===== config.mk =====
export PLATFORM = sky130hd
export DESIGN_NAME = pwm_capture
export DESIGN_NICKNAME = d
export VERILOG_FILES = /design/src/rtl/pwm_capture.sv
export SDC_FILE = /design/constraint.sdc
export NUM_CORES = 1
export LEC_CHECK = 0
export ABC_CLOCK_PERIOD_IN_PS = 4150
export CORE_MARGIN = 5
export CORE_UTILIZATION = 62
export DETAILED_ROUTE_END_ITERATION = 16
export GPL_TIMING_DRIVEN = 1
export HOLD_SLACK_MARGIN = 0.06
export MAX_ROUTING_LAYER = met4
export PLACE_DENSITY = 0.81
export SYNTH_ARGS = -nofsm -noshare
export SYNTH_HDL_FRONTEND = slang
export SYNTH_SLANG_ARGS = --single-unit

===== constraint.sdc =====
create_clock -name clk -period 4.15 [get_ports clk]
set_input_delay 1.245 -clock clk [delete_from_list [all_inputs] [get_ports clk]]
set_output_delay 1.245 -clock clk [all_outputs]
set_load 0.1 [all_outputs]

===== src/rtl/pwm_capture.sv =====
// pwm_capture: measures the high time and period of an asynchronous PWM input in clk cycles.
// Define PWM_CAPTURE_GLITCH_FILTER_EN to insert a 3-cycle glitch filter after the synchronizer.
module pwm_capture #(
  parameter int CNT_W       = 12,
  parameter int SYNC_STAGES = 2
) (
  input  logic             clk,
  input  logic             rst_n,
  input  logic             pwm_in,
  input  logic             rd_sel,
  input  logic             clr,
  output logic [CNT_W-1:0] data_out,
  output logic             valid,
  output logic             overflow
);

  localparam logic [1:0]       ST_IDLE  = 2'd0;
  localparam logic [1:0]       ST_HIGH  = 2'd1;
  localparam logic [1:0]       ST_LOW   = 2'd2;
  localparam logic [CNT_W-1:0] CNT_ZERO = {CNT_W{1'b0}};
  localparam logic [CNT_W-1:0] CNT_ONE  = {{(CNT_W-1){1'b0}}, 1'b1};
  localparam logic [CNT_W-1:0] CNT_MAX  = {CNT_W{1'b1}};

  logic [SYNC_STAGES-1:0] sync_q;
  logic                   s;
  logic                   s_d_q;
  logic                   lvl;
  logic                   lvl_prev;
  logic                   rise_q;
  logic                   fall_q;
  logic [1:0]             state_q, state_d;
  logic [CNT_W-1:0]       cnt_q, cnt_d;
  logic [CNT_W-1:0]       cnt_inc;
  logic [CNT_W-1:0]       high_lat_q, high_lat_d;
  logic [CNT_W-1:0]       high_q, high_d;
  logic [CNT_W-1:0]       period_q, period_d;
  logic                   valid_q, valid_d;
  logic                   ovf_q, ovf_d;

  always_ff @(posedge clk or negedge rst_n) begin
    if (!rst_n) begin
      sync_q <= '0;
    end else begin
      sync_q <= {sync_q[SYNC_STAGES-2:0], pwm_in};
    end
  end

  assign s = sync_q[SYNC_STAGES-1];

`ifdef PWM_CAPTURE_GLITCH_FILTER_EN
  logic s_d2_q;
  logic filt_q;

  // The filtered level only follows s once three consecutive samples agree.
  assign lvl      = ((s == s_d_q) && (s_d_q == s_d2_q)) ? s : filt_q;
  assign lvl_prev = filt_q;

  always_ff @(posedge clk or negedge rst_n) begin
    if (!rst_n) begin
      s_d2_q <= 1'b0;
      filt_q <= 1'b0;
    end else begin
      s_d2_q <= s_d_q;
      filt_q <= lvl;
    end
  end
`else
  assign lvl      = s;
  assign lvl_prev = s_d_q;
`endif

  // Edge pulses are registered so the FSM sees clean single-cycle events.
  always_ff @(posedge clk or negedge rst_n) begin
    if (!rst_n) begin
      s_d_q  <= 1'b0;
      rise_q <= 1'b0;
      fall_q <= 1'b0;
    end else begin
      s_d_q  <= s;
      rise_q <= lvl & ~lvl_prev;
      fall_q <= ~lvl & lvl_prev;
    end
  end

  assign cnt_inc = cnt_q + CNT_ONE;

  always_comb begin
    state_d    = state_q;
    cnt_d      = cnt_q;
    high_lat_d = high_lat_q;
    high_d     = high_q;
    period_d   = period_q;
    valid_d    = clr ? 1'b0 : valid_q;
    ovf_d      = clr ? 1'b0 : ovf_q;
    case (state_q)
      ST_IDLE: begin
        if (rise_q) begin
          cnt_d   = CNT_ZERO;
          state_d = ST_HIGH;
        end else begin
          cnt_d   = CNT_ZERO;
        end
      end
      ST_HIGH: begin
        if (cnt_inc == CNT_MAX) begin
          ovf_d   = 1'b1;
          cnt_d   = CNT_ZERO;
          state_d = ST_IDLE;
        end else if (fall_q) begin
          high_lat_d = cnt_inc;
          cnt_d      = cnt_inc;
          state_d    = ST_LOW;
        end else begin
          cnt_d      = cnt_inc;
        end
      end
      ST_LOW: begin
        // Timeout wins over a coincident rise, so the longest reported period is CNT_MAX-1.
        if (cnt_inc == CNT_MAX) begin
          ovf_d   = 1'b1;
          cnt_d   = CNT_ZERO;
          state_d = ST_IDLE;
        end else if (rise_q) begin
          period_d = cnt_inc;
          high_d   = high_lat_q;
          valid_d  = 1'b1;
          cnt_d    = CNT_ZERO;
          state_d  = ST_HIGH;
        end else begin
          cnt_d    = cnt_inc;
        end
      end
      default: begin
        cnt_d   = CNT_ZERO;
        state_d = ST_IDLE;
      end
    endcase
  end

  always_ff @(posedge clk or negedge rst_n) begin
    if (!rst_n) begin
      state_q    <= ST_IDLE;
      cnt_q      <= CNT_ZERO;
      high_lat_q <= CNT_ZERO;
      high_q     <= CNT_ZERO;
      period_q   <= CNT_ZERO;
      valid_q    <= 1'b0;
      ovf_q      <= 1'b0;
    end else begin
      state_q    <= state_d;
      cnt_q      <= cnt_d;
      high_lat_q <= high_lat_d;
      high_q     <= high_d;
      period_q   <= period_d;
      valid_q    <= valid_d;
      ovf_q      <= ovf_d;
    end
  end

  assign data_out = rd_sel ? period_q : high_q;
  assign valid    = valid_q;
  assign overflow = ovf_q;

endmodule


==> Word level (Yosys, flattened, before mapping) <==
Index checks and enable logic that the tools add are counted.
{ "op_classes": {"div_mod_pow": 0, "add_sub_neg": 1, "n_reduce_logical": 4, "eq_ne": 4, "magnitude_cmp": 0, "n_shift": 0, "mul": 0, "n_bitwise": 5, "mux": 17} }
{ "op_table": {"columns": ["op", "n"], "rows": [
  ["2-to-1 mux 12 bit", 4],
  ["one-hot mux 12 bit (2 select lines)", 1],
  ["adder 12 x 1 -> 12 bit, second input constant", 1],
  ["equality test 12 bit, second input constant", 1],
  ["2-to-1 mux 2 bit", 4],
  ["2-to-1 mux 1 bit", 7],
  ["one-hot mux 2 bit (3 select lines)", 1],
  ["AND reduction 3 bit", 2],
  ["inequality test 3 bit, second input constant", 1],
  ["inverter 1 bit", 3],
  ["bitwise AND 1 bit", 2],
  ["equality test 2 x 1 -> 1 bit, second input constant", 1],
  ["equality test 2 bit, second input constant", 1],
  ["logical NOT 2 bit", 1],
  ["OR reduction 2 bit", 1]
]} }
{ "word_totals": {"latchBits": 0, "out_inout_bits": 14, "input_bits": 5, "ff_bits": 57, "memories": 0, "wordCells": 42, "ramBits": 0, "romBits": 0} }

==> Logic depth before layout (Yosys ltp) <==
Gate-level depths: netlist of run 1.
{ "logic_depth": {"word_depth": 4, "ltp_mapped": 8, "depth_no_buf": 7} }

==> Least setup slack after synthesis of run 1 <==
OpenSTA, ideal clock, no wires.
{ "synth_timing": {"path_kind": "input-to-output", "from": "input rd_sel", "to": "output data_out[10]", "path_stages": 2, "t_arrival_ps": 2161, "setup_slack_ps": 744, "n_path_buf": 1, "cell_sequence": "buf_1 -> mux2_2"} }
{ "synth_via": {"elab_chain_cells": 1} }
{ "synth_rtl": {"columns": ["element", "line", "source"], "rows": [
  ["start: declaration", "10", "input logic rd_sel,"],
  ["2-to-1 mux 12 bit", "160", "assign data_out = rd_sel ? period_q : high_q;"],
  ["end: declaration", "12", "output logic [CNT_W-1:0] data_out,"]
]} }
Every way passes these cells.

==> Worst setup path after layout of run 1 <==
{ "layout_timing": {"from": "input rd_sel", "to": "output data_out[2]"} }
Same word-level chain as after synthesis.

==> impl_metrics.toml, run 1 <==
[worst_setup_path]
r2r_start = "cnt_q[0]"
required_ps = 2900
ff2ff_path_depth = 5
path_max_fanout = 12
cp_cell_sequence = "clkdlybuf4s50_1 -> buf_4 -> mux2_2 -> buf_12"
regToRegEndpoint = "high_q[1]"
worstSetupPathType = "input pin to output pin"
worstPathArrival_ps = 2480
worstSetupEndpointType = "output pin"
startpoint_type = "input pin"
slowest_stage = "clkdlybuf4s50_1"
reg2reg_slack_ps = 1420
crit_path_max_incr_delay_ps = 450

[cts]
clk_latency_ps = 330
cts.hold.buffers_added = 0
postCtsSetupBuffers = 0
htree_levels = 3
numCtsBuffers = 9
cts_resized = 0
path_clk_slew_ps = 60
clk_path_buf_depth = 2
clock_sinks = 57
cts_root_buf = "clkbuf_8"
cts_tree = "yes"

[sta]
setup_ws_ps = 427
grt_setup_unrepaired = "false"
fmax_ghz = 0.269
slew_viol_final = 0
slew_headroom_pct = 32.3
hold_violations = 0
tns_ps = 0
worstMarginPinSlew_ps = 1020
fin_worst_skew_ps = 5.32
setup_viol = 0
finalHoldWorstSlack_ps = 349
fin_crit_sh_pct = 89.7
post-route-min-period_ps = 3720

[routing]
drtIter0Drc = 126
routed-via-count = 1589
wl_um = 4660
drc_errors = 0
wire_per_inst_um = 17.1
via_per_inst = 5.82
ant_nets = 0
drt_pass1_iterations = 4

[worst_hold_path]
min_from = "sync_q[0]"
holdPathEnd = "sync_q[1]"
worstHoldPathType = "flip-flop to flip-flop"
worstHoldPathCells = 0

[placed_design]
dpl.hpwl_um = 3140
preCtsSetupSlack_ps = 424
dp_cells = 257
place.gp.congestion = 0.879
port_buffers = 18

[global_route]
grt_pass1_vias = 1778
grt_overflow = 0
grt_use_met3_pct = 4.32
met2_usage_pct = 33.6
grt_max_degree = 32
grtUsageTotal_pct = 20.9
grt_antenna_before_repair = 0
gr-usage-met1_pct = 24.4
grt_first_pass_wirelength_um = 8270
top_usage_layer = "met2"

[synth]
synth.distinct_cells = 32
synth_area_leader_cell = "dfrtp_1"
synthCells = 193
syn_nets = 204
ys_seq_elements = 57
seq_area_frac_synth_pct = 55.3
synthTopCellsByArea = "dfrtp_1 (55%), mux2_2 (12%), mux2_1 (7.9%), nor2b_1 (3.4%), ha_1 (2.9%)"
synth_area_um2 = 2580
yosysWarningCount = 0
synth_area_per_cell_um2 = 13.4
synth_top_area_share_pct = 55.3

[final_layout]
fin_cells = 273
drive_gt1_share_pct = 28.7
antennaDiodeCount = 0
area_delta_synth_final_pct = 22.8
nets = 229

[power_and_ir_drop]
switching_share_pct = 28.1
seqPwrFrac_pct = 38.8
pwr_density_cell_nw_per_um2 = 515
p_total_uw = 1630
netSwitchingPower_uw = 459
irDropWorstVdd_mv = 0.449
intPower_uw = 1170
leakage_uw = 0.00154
clkPwrFrac_pct = 40.2
combPwrFrac_pct = 21.0

[die]
die_h_um = 74.5
initial_core_util_pct = 64.0
dieArea_um2 = 5550
io_pins = 19
rows = 23
fp.dieW_um = 74.5
coreArea_um2 = 4030

[run]
drv_cap = 0

[run_status]
outcome = "completed"
## metal layers
layer / vias up / wire length (um)
met5: - / 0
met3: 8 / 199
met1: 818 / 1950
li1: 728 / -
met4: 0 / 66
met2: 35 / 2450
## synthesized netlist by cell type
master / count
nand4b_1: 1
xnor2_1: 4
a22o_1: 1
o22a_1: 1
nand3_2: 2
a21oi_1: 1
mux2_1: 18
a211oi_1: 1
buf_1: 1
nor3_1: 3
inv_1: 8
o21ai_0: 2
and4b_1: 1
buf_6: 2
o211ai_4: 1
o211ai_2: 1
ha_1: 6
nor2_1: 11
buf_2: 1
nor2b_1: 14
nand4_1: 4
mux2i_1: 3
nand3_1: 3
dfrtp_1: 57
xor2_1: 5
o211ai_1: 2
buf_4: 2
o2111a_1: 1
nand2_1: 5
xnor2_2: 1
mux2_2: 28
o221ai_1: 2
## stage by stage
step | cell area (um^2) | utilization (%)
2_1_floorplan | 2580 | -
3_3_place_gp | 2910 | 72.1
3_5_place_dp | 2910 | 72.1
4_1_cts | 3170 | 78.7
5_1_grt | 3170 | 78.7
6_report | 3170 | 78.7
## flip-flops by register name, summed over array words and instances (netlist names)
name        cells
sync_q          2
overflow        1
high_q         12
fall_q          1
rise_q          1
state_q         2
lvl_prev        1
valid           1
period_q       12
cnt_q          12
high_lat_q     12
## cells by family after synthesis
| group | share of synthesized area (%) |
|---|---|
| and+or+nand+nor | 9.36 |
| AOI/OAI and AO/OA | 4.56 |
| buffers and inverters | 2.96 |
| DFF | 55.3 |
| xor gates and xnor gates | 3.69 |
| muxes | 21.2 |
| adders and majority gates | 2.91 |
## placed cells by master (no fill, tap or decap), types with 5 or more instances in the layout
master	netlist	final
nand2_1	5	5
mux2_2	28	28
inv_1	8	8
xor2_1	5	5
clkbuf_8	0	12
dfrtp_1	57	57
nor2_1	11	11
buf_12	0	12
mux2_1	18	18
ha_1	6	6
clkdlybuf4s50_1	0	5
nor2b_1	14	14
## worst max path at each step
stage / start / to / slack (ps) / cells after the start
floorplan: rd_sel / data_out[10] / 740 / 2
global placement: rd_sel / data_out[3] / 430 / 4
detailed placement: rd_sel / data_out[0] / 420 / 4
CTS: rd_sel / data_out[0] / 420 / 4
global route: rd_sel / data_out[4] / 400 / 4
finish: rd_sel / data_out[2] / 430 / 4
## worst max-delay path: cells and delay by family
family	cells	cell delay [ps]
buffers and inverters	3	830
muxes	1	390
## area by class of cell
cell class / instances / area [um^2]
well taps: 50 / 62.6
multi-input cells: 122 / 1080
repair buffers: 20 / 310
inverters: 8 / 30.0
fillers: 236 / 860
clock buffers: 12 / 165
flip-flops and latches: 57 / 1430
clock inverters: 4 / 97.6
## power groups by stage
stage | clock [uW] | combinational [uW] | sequential, uW
after floorplan | 0 | 230 | 644
after global placement | 0 | 319 | 636
after detailed placement | 0 | 339 | 642
after CTS | 670 | 343 | 632
after global routing | 697 | 367 | 638
final | 656 | 342 | 633
Note: power is estimated with default switching activity, not from simulation.
==> inputs of run 2 (changes only) <==
--- a/config.mk
+++ b/config.mk
@@ -12,7 +12,7 @@
 export GPL_TIMING_DRIVEN = 1
 export HOLD_SLACK_MARGIN = 0.06
 export MAX_ROUTING_LAYER = met4
-export PLACE_DENSITY = 0.81
+export PLACE_DENSITY = 0.85
 export SYNTH_ARGS = -nofsm -noshare
 export SYNTH_HDL_FRONTEND = slang
 export SYNTH_SLANG_ARGS = --single-unit
==> impl_metrics.toml, run 2 (same netlist as run 1, synthesis figures left out) <==
[run_status]
outcome = "completed"

[cts]
numCtsBuffers = 9
path_clk_slew_ps = 60
cts.hold.buffers_added = 0
postCtsSetupBuffers = 0
clock_sinks = 57
htree_levels = 3
cts_tree = "yes"
clk_latency_ps = 330
cts_resized = 0
cts_root_buf = "clkbuf_8"
clk_path_buf_depth = 2

[run]
drv_cap = 0

[worst_setup_path]
worstSetupEndpointType = "output pin"
crit_path_end = "data_out[2]"
ff2ff_path_depth = 5
worstSetupPathType = "input pin to output pin"
worstPathArrival_ps = 2480
reg2reg_slack_ps = 1470
regToRegEndpoint = "high_q[0]"
startpoint = "rd_sel"
r2r_start = "cnt_q[0]"
path_max_fanout = 12
required_ps = 2900
startpoint_type = "input pin"

[final_layout]
nets = 229
fillers = 234
antennaDiodeCount = 0
seqCellArea_um2 = 1430
layout_common_cells = "dfrtp_1 (57), mux2_2 (28), mux2_1 (18)"
final_area_um2 = 3110
fin_cells = 273
layout_commonest_cell = "dfrtp_1"
area_delta_synth_final_pct = 20.7
drive_gt1_share_pct = 27.8
multi_input_area_um2 = 1080

[global_route]
grt_pass1_vias = 1774
grt_antenna_before_repair = 0
grt_first_pass_wirelength_um = 8630
grtUsageTotal_pct = 22.0
grt_max_degree = 41
grt_overflow = 0

[worst_hold_path]
worstHoldPathType = "flip-flop to flip-flop"
min_from = "sync_q[0]"

[sta]
hold_violations = 0
post-route-min-period_ps = 3730
grt_setup_unrepaired = "false"
fin_crit_sh_pct = 89.8
slew_viol_final = 0
setup_viol = 0
tns_ps = 0
worstMarginPinSlew_ps = 1150
fmax_ghz = 0.268
finalHoldWorstSlack_ps = 368
fin_worst_skew_ps = 4.26
slew_headroom_pct = 23.4

[placed_design]
place.gp.congestion = 0.844
dpl.hpwl_um = 3250
place_area_um2 = 2910
port_buffers = 18
dp_cells = 257

[power_and_ir_drop]
leakage_uw = 0.00152
pwr_density_cell_nw_per_um2 = 483
irDropWorstVdd_mv = 0.473

[die]
coreArea_um2 = 4030
io_pins = 19
initial_core_util_pct = 64.0
rows = 23
fp.dieW_um = 74.5
dieArea_um2 = 5550
die_h_um = 74.5

[routing]
ant_nets = 0
routed-via-count = 1589
wire_per_inst_um = 17.5
via_per_inst = 5.82
drtIter0Drc = 135
wl_um = 4770
drc_errors = 0
drt_pass1_iterations = 4
run 2: changes by cell type in the layout (fill, tap and decap cells not counted), sizes merged:
cell and delta:
bufinv -2, clkbuf +2, clkinv +1, clkinvlp -1
run 2: worst max-delay path: stages:
cell	delay, ps
clkdlybuf4s50_1	450
buf_4	220
mux2_2	390
buf_12	170
run 2: layout make-up:
type                            count  share of cell area (%)
Multi-Input combinational cell    122                    34.6
Timing Repair Buffer               20                    9.96
Sequential cell                    57                    45.8
Clock inverter                      2                    1.12
Inverter                            8                   0.964
Clock buffer                       14                    5.54
Tap cell                           50                    2.01
run 2: per-stage QoR:
| step | setup WS [ps] | power [uW] | utilization, % |
|---|---|---|---|
| floorplan | 744 | 874 | - |
| global placement | 433 | 954 | 72.1 |
| detailed placement | 424 | 979 | 72.1 |
| CTS | 422 | 1510 | 77.3 |
| global route | 387 | 1570 | 77.3 |
| finish | 424 | 1500 | 77.3 |
run 2: how the worst min path moves through the flow:
stage | depth (start not counted) | end
after floorplan | 0 | sync_q[1]
after global placement | 0 | sync_q[1]
after detailed placement | 0 | sync_q[1]
after CTS | 0 | sync_q[1]
after global routing | 0 | sync_q[1]
final | 0 | sync_q[1]
run 2: where the power goes:
part,leakage (uW),switching (uW),internal (uW)
clock network,0.000107,203,326
logic,0.000636,216,125
registers,0.000775,34.6,599
run 2: metal layers:
metal  vias to the layer above  track usage [%]  wire length (um)
li1                        727                -                 -
met1                       804             25.7              1970
met2                        43             34.9              2500
met3                        15             5.41               179
met4                         0             11.7               119
met5                         -                -                 0
==> inputs of run 3 (changes only) <==
--- a/config.mk
+++ b/config.mk
@@ -7,12 +7,12 @@
 export LEC_CHECK = 0
 export ABC_CLOCK_PERIOD_IN_PS = 4150
 export CORE_MARGIN = 5
-export CORE_UTILIZATION = 62
+export CORE_UTILIZATION = 35
 export DETAILED_ROUTE_END_ITERATION = 16
 export GPL_TIMING_DRIVEN = 1
 export HOLD_SLACK_MARGIN = 0.06
 export MAX_ROUTING_LAYER = met4
-export PLACE_DENSITY = 0.85
+export PLACE_DENSITY = 0.53
 export SYNTH_ARGS = -nofsm -noshare
 export SYNTH_HDL_FRONTEND = slang
 export SYNTH_SLANG_ARGS = --single-unit
==> impl_metrics.toml, run 3 (same netlist as run 1, synthesis figures left out) <==
[run_status]
outcome = "completed"

[global_route]
grt_first_pass_wirelength_um = 7900
grt_pass1_vias = 1649
grt_antenna_before_repair = 0
grt_overflow = 0
grtUsageTotal_pct = 11.8
grt_max_degree = 49

[worst_setup_path]
reg2reg_slack_ps = 1520
cp_cell_sequence = "clkdlybuf4s50_1 -> buf_4 -> mux2_2 -> buf_12"
worstPathArrival_ps = 2490
r2r_start = "cnt_q[0]"
regToRegEndpoint = "high_q[1]"
worstSetupPathType = "input pin to output pin"
worstSetupEndpointType = "output pin"
ff2ff_path_depth = 5
path_max_fanout = 12
required_ps = 2900
critPathTopFamily = "buffers and inverters"
path_buf_inv = 3
slowest_stage = "clkdlybuf4s50_1"
crit_path_max_incr_delay_ps = 450
startpoint_type = "input pin"

[placed_design]
preCtsSetupSlack_ps = 405
dpl.hpwl_um = 2930
place.gp.congestion = 0.785
port_buffers = 18

[sta]
post-route-min-period_ps = 3740
setup_viol = 0
hold_violations = 0
worstMarginPinSlew_ps = 1090
grt_setup_unrepaired = "false"
fmax_ghz = 0.268
setup_ws_ps = 414
slew_headroom_pct = 27.3
tns_ps = 0
fin_worst_skew_ps = 4.91
slew_viol_final = 0
fin_crit_sh_pct = 90.0

[final_layout]
fillers = 704
area_delta_synth_final_pct = 23.5
layout_common_cells = "dfrtp_1 (57), mux2_2 (28), mux2_1 (18)"
antennaDiodeCount = 0
layout_commonest_cell = "dfrtp_1"
multi_input_area_um2 = 1080
nets = 230
seqCellArea_um2 = 1430
drive_gt1_share_pct = 28.6

[worst_hold_path]
worstHoldPathType = "flip-flop to flip-flop"
worstHoldPathCells = 0
min_from = "sync_q[0]"
holdPathEnd = "sync_q[1]"

[routing]
drtIter0Drc = 50
drc_errors = 0
via_per_inst = 4.70
routed-via-count = 1518
wire_per_inst_um = 13.7
drt_pass1_iterations = 4
ant_nets = 0
wl_um = 4430

[die]
die_h_um = 95.9
io_pins = 19
dieArea_um2 = 9190
initial_core_util_pct = 35.8
rows = 31
fp.dieW_um = 95.9
coreArea_um2 = 7210

[power_and_ir_drop]
pwr_density_cell_nw_per_um2 = 474
leakage_uw = 0.00152
irDropWorstVdd_mv = 0.146

[cts]
postCtsSetupBuffers = 0
htree_levels = 3
clk_path_buf_depth = 2
cts_resized = 0
path_clk_slew_ps = 60
numCtsBuffers = 9
clock_sinks = 57
cts.hold.buffers_added = 0
cts_tree = "yes"
clk_latency_ps = 330
cts_root_buf = "clkbuf_8"

[run]
drv_cap = 0
[run 3: changes by cell type in the layout (fill, tap and decap cells not counted), sizes merged]
cell / change
clkbuf: -4
bufinv: +1
clkinvlp: +1
clkinv: +2
buf: +1
[run 3: how the worst max path moves through the flow]
stage	slack, ps	end	from	depth (start not counted)
detailed placement	400	data_out[5]	rd_sel	4
global placement	400	data_out[3]	rd_sel	4
CTS	400	data_out[5]	rd_sel	4
global route	360	data_out[9]	rd_sel	4
finish	410	data_out[5]	rd_sel	4
floorplan	740	data_out[10]	rd_sel	2
[run 3: final cells by class]
type	count	share of cell area [%]
Clock buffer	10	4.01
Clock inverter	6	2.59
Inverter	8	0.943
Multi-Input combinational cell	122	33.8
Sequential cell	57	44.8
Tap cell	99	3.89
Timing Repair Buffer	21	9.98
[run 3: stage by stage]
| step | area, um^2 | util, % | cells | hold WS [ps] | total power, uW |
|---|---|---|---|---|---|
| 2_1_floorplan | 2580 | - | 193 | 331 | 874 |
| 4_1_cts | 3190 | 44.2 | 323 | 353 | 1540 |
| 5_1_grt | 3190 | 44.2 | 323 | 355 | 1590 |
| 6_report | 3190 | 44.2 | 323 | 351 | 1510 |
| 3_3_place_gp | 2980 | 41.2 | 307 | 339 | 973 |
| 3_5_place_dp | 2980 | 41.2 | 307 | 338 | 979 |
[run 3: per-layer routing]
metal	vias up	track usage, %	wire (um)	part of all wire [%]
li1	728	-	-	-
met5	-	-	0	0
met3	13	3.05	134	3.0
met1	753	14.7	2100	47
met2	24	17.4	2070	47
met4	0	6.40	119	2.7
[run 3: report_power, final]
group / internal, uW / leakage, uW / switching [uW]
clock: 335 / 0.000106 / 215
combinational: 126 / 0.000641 / 207
sequential: 599 / 0.000775 / 29.8
total: 1060 / 0.00152 / 452
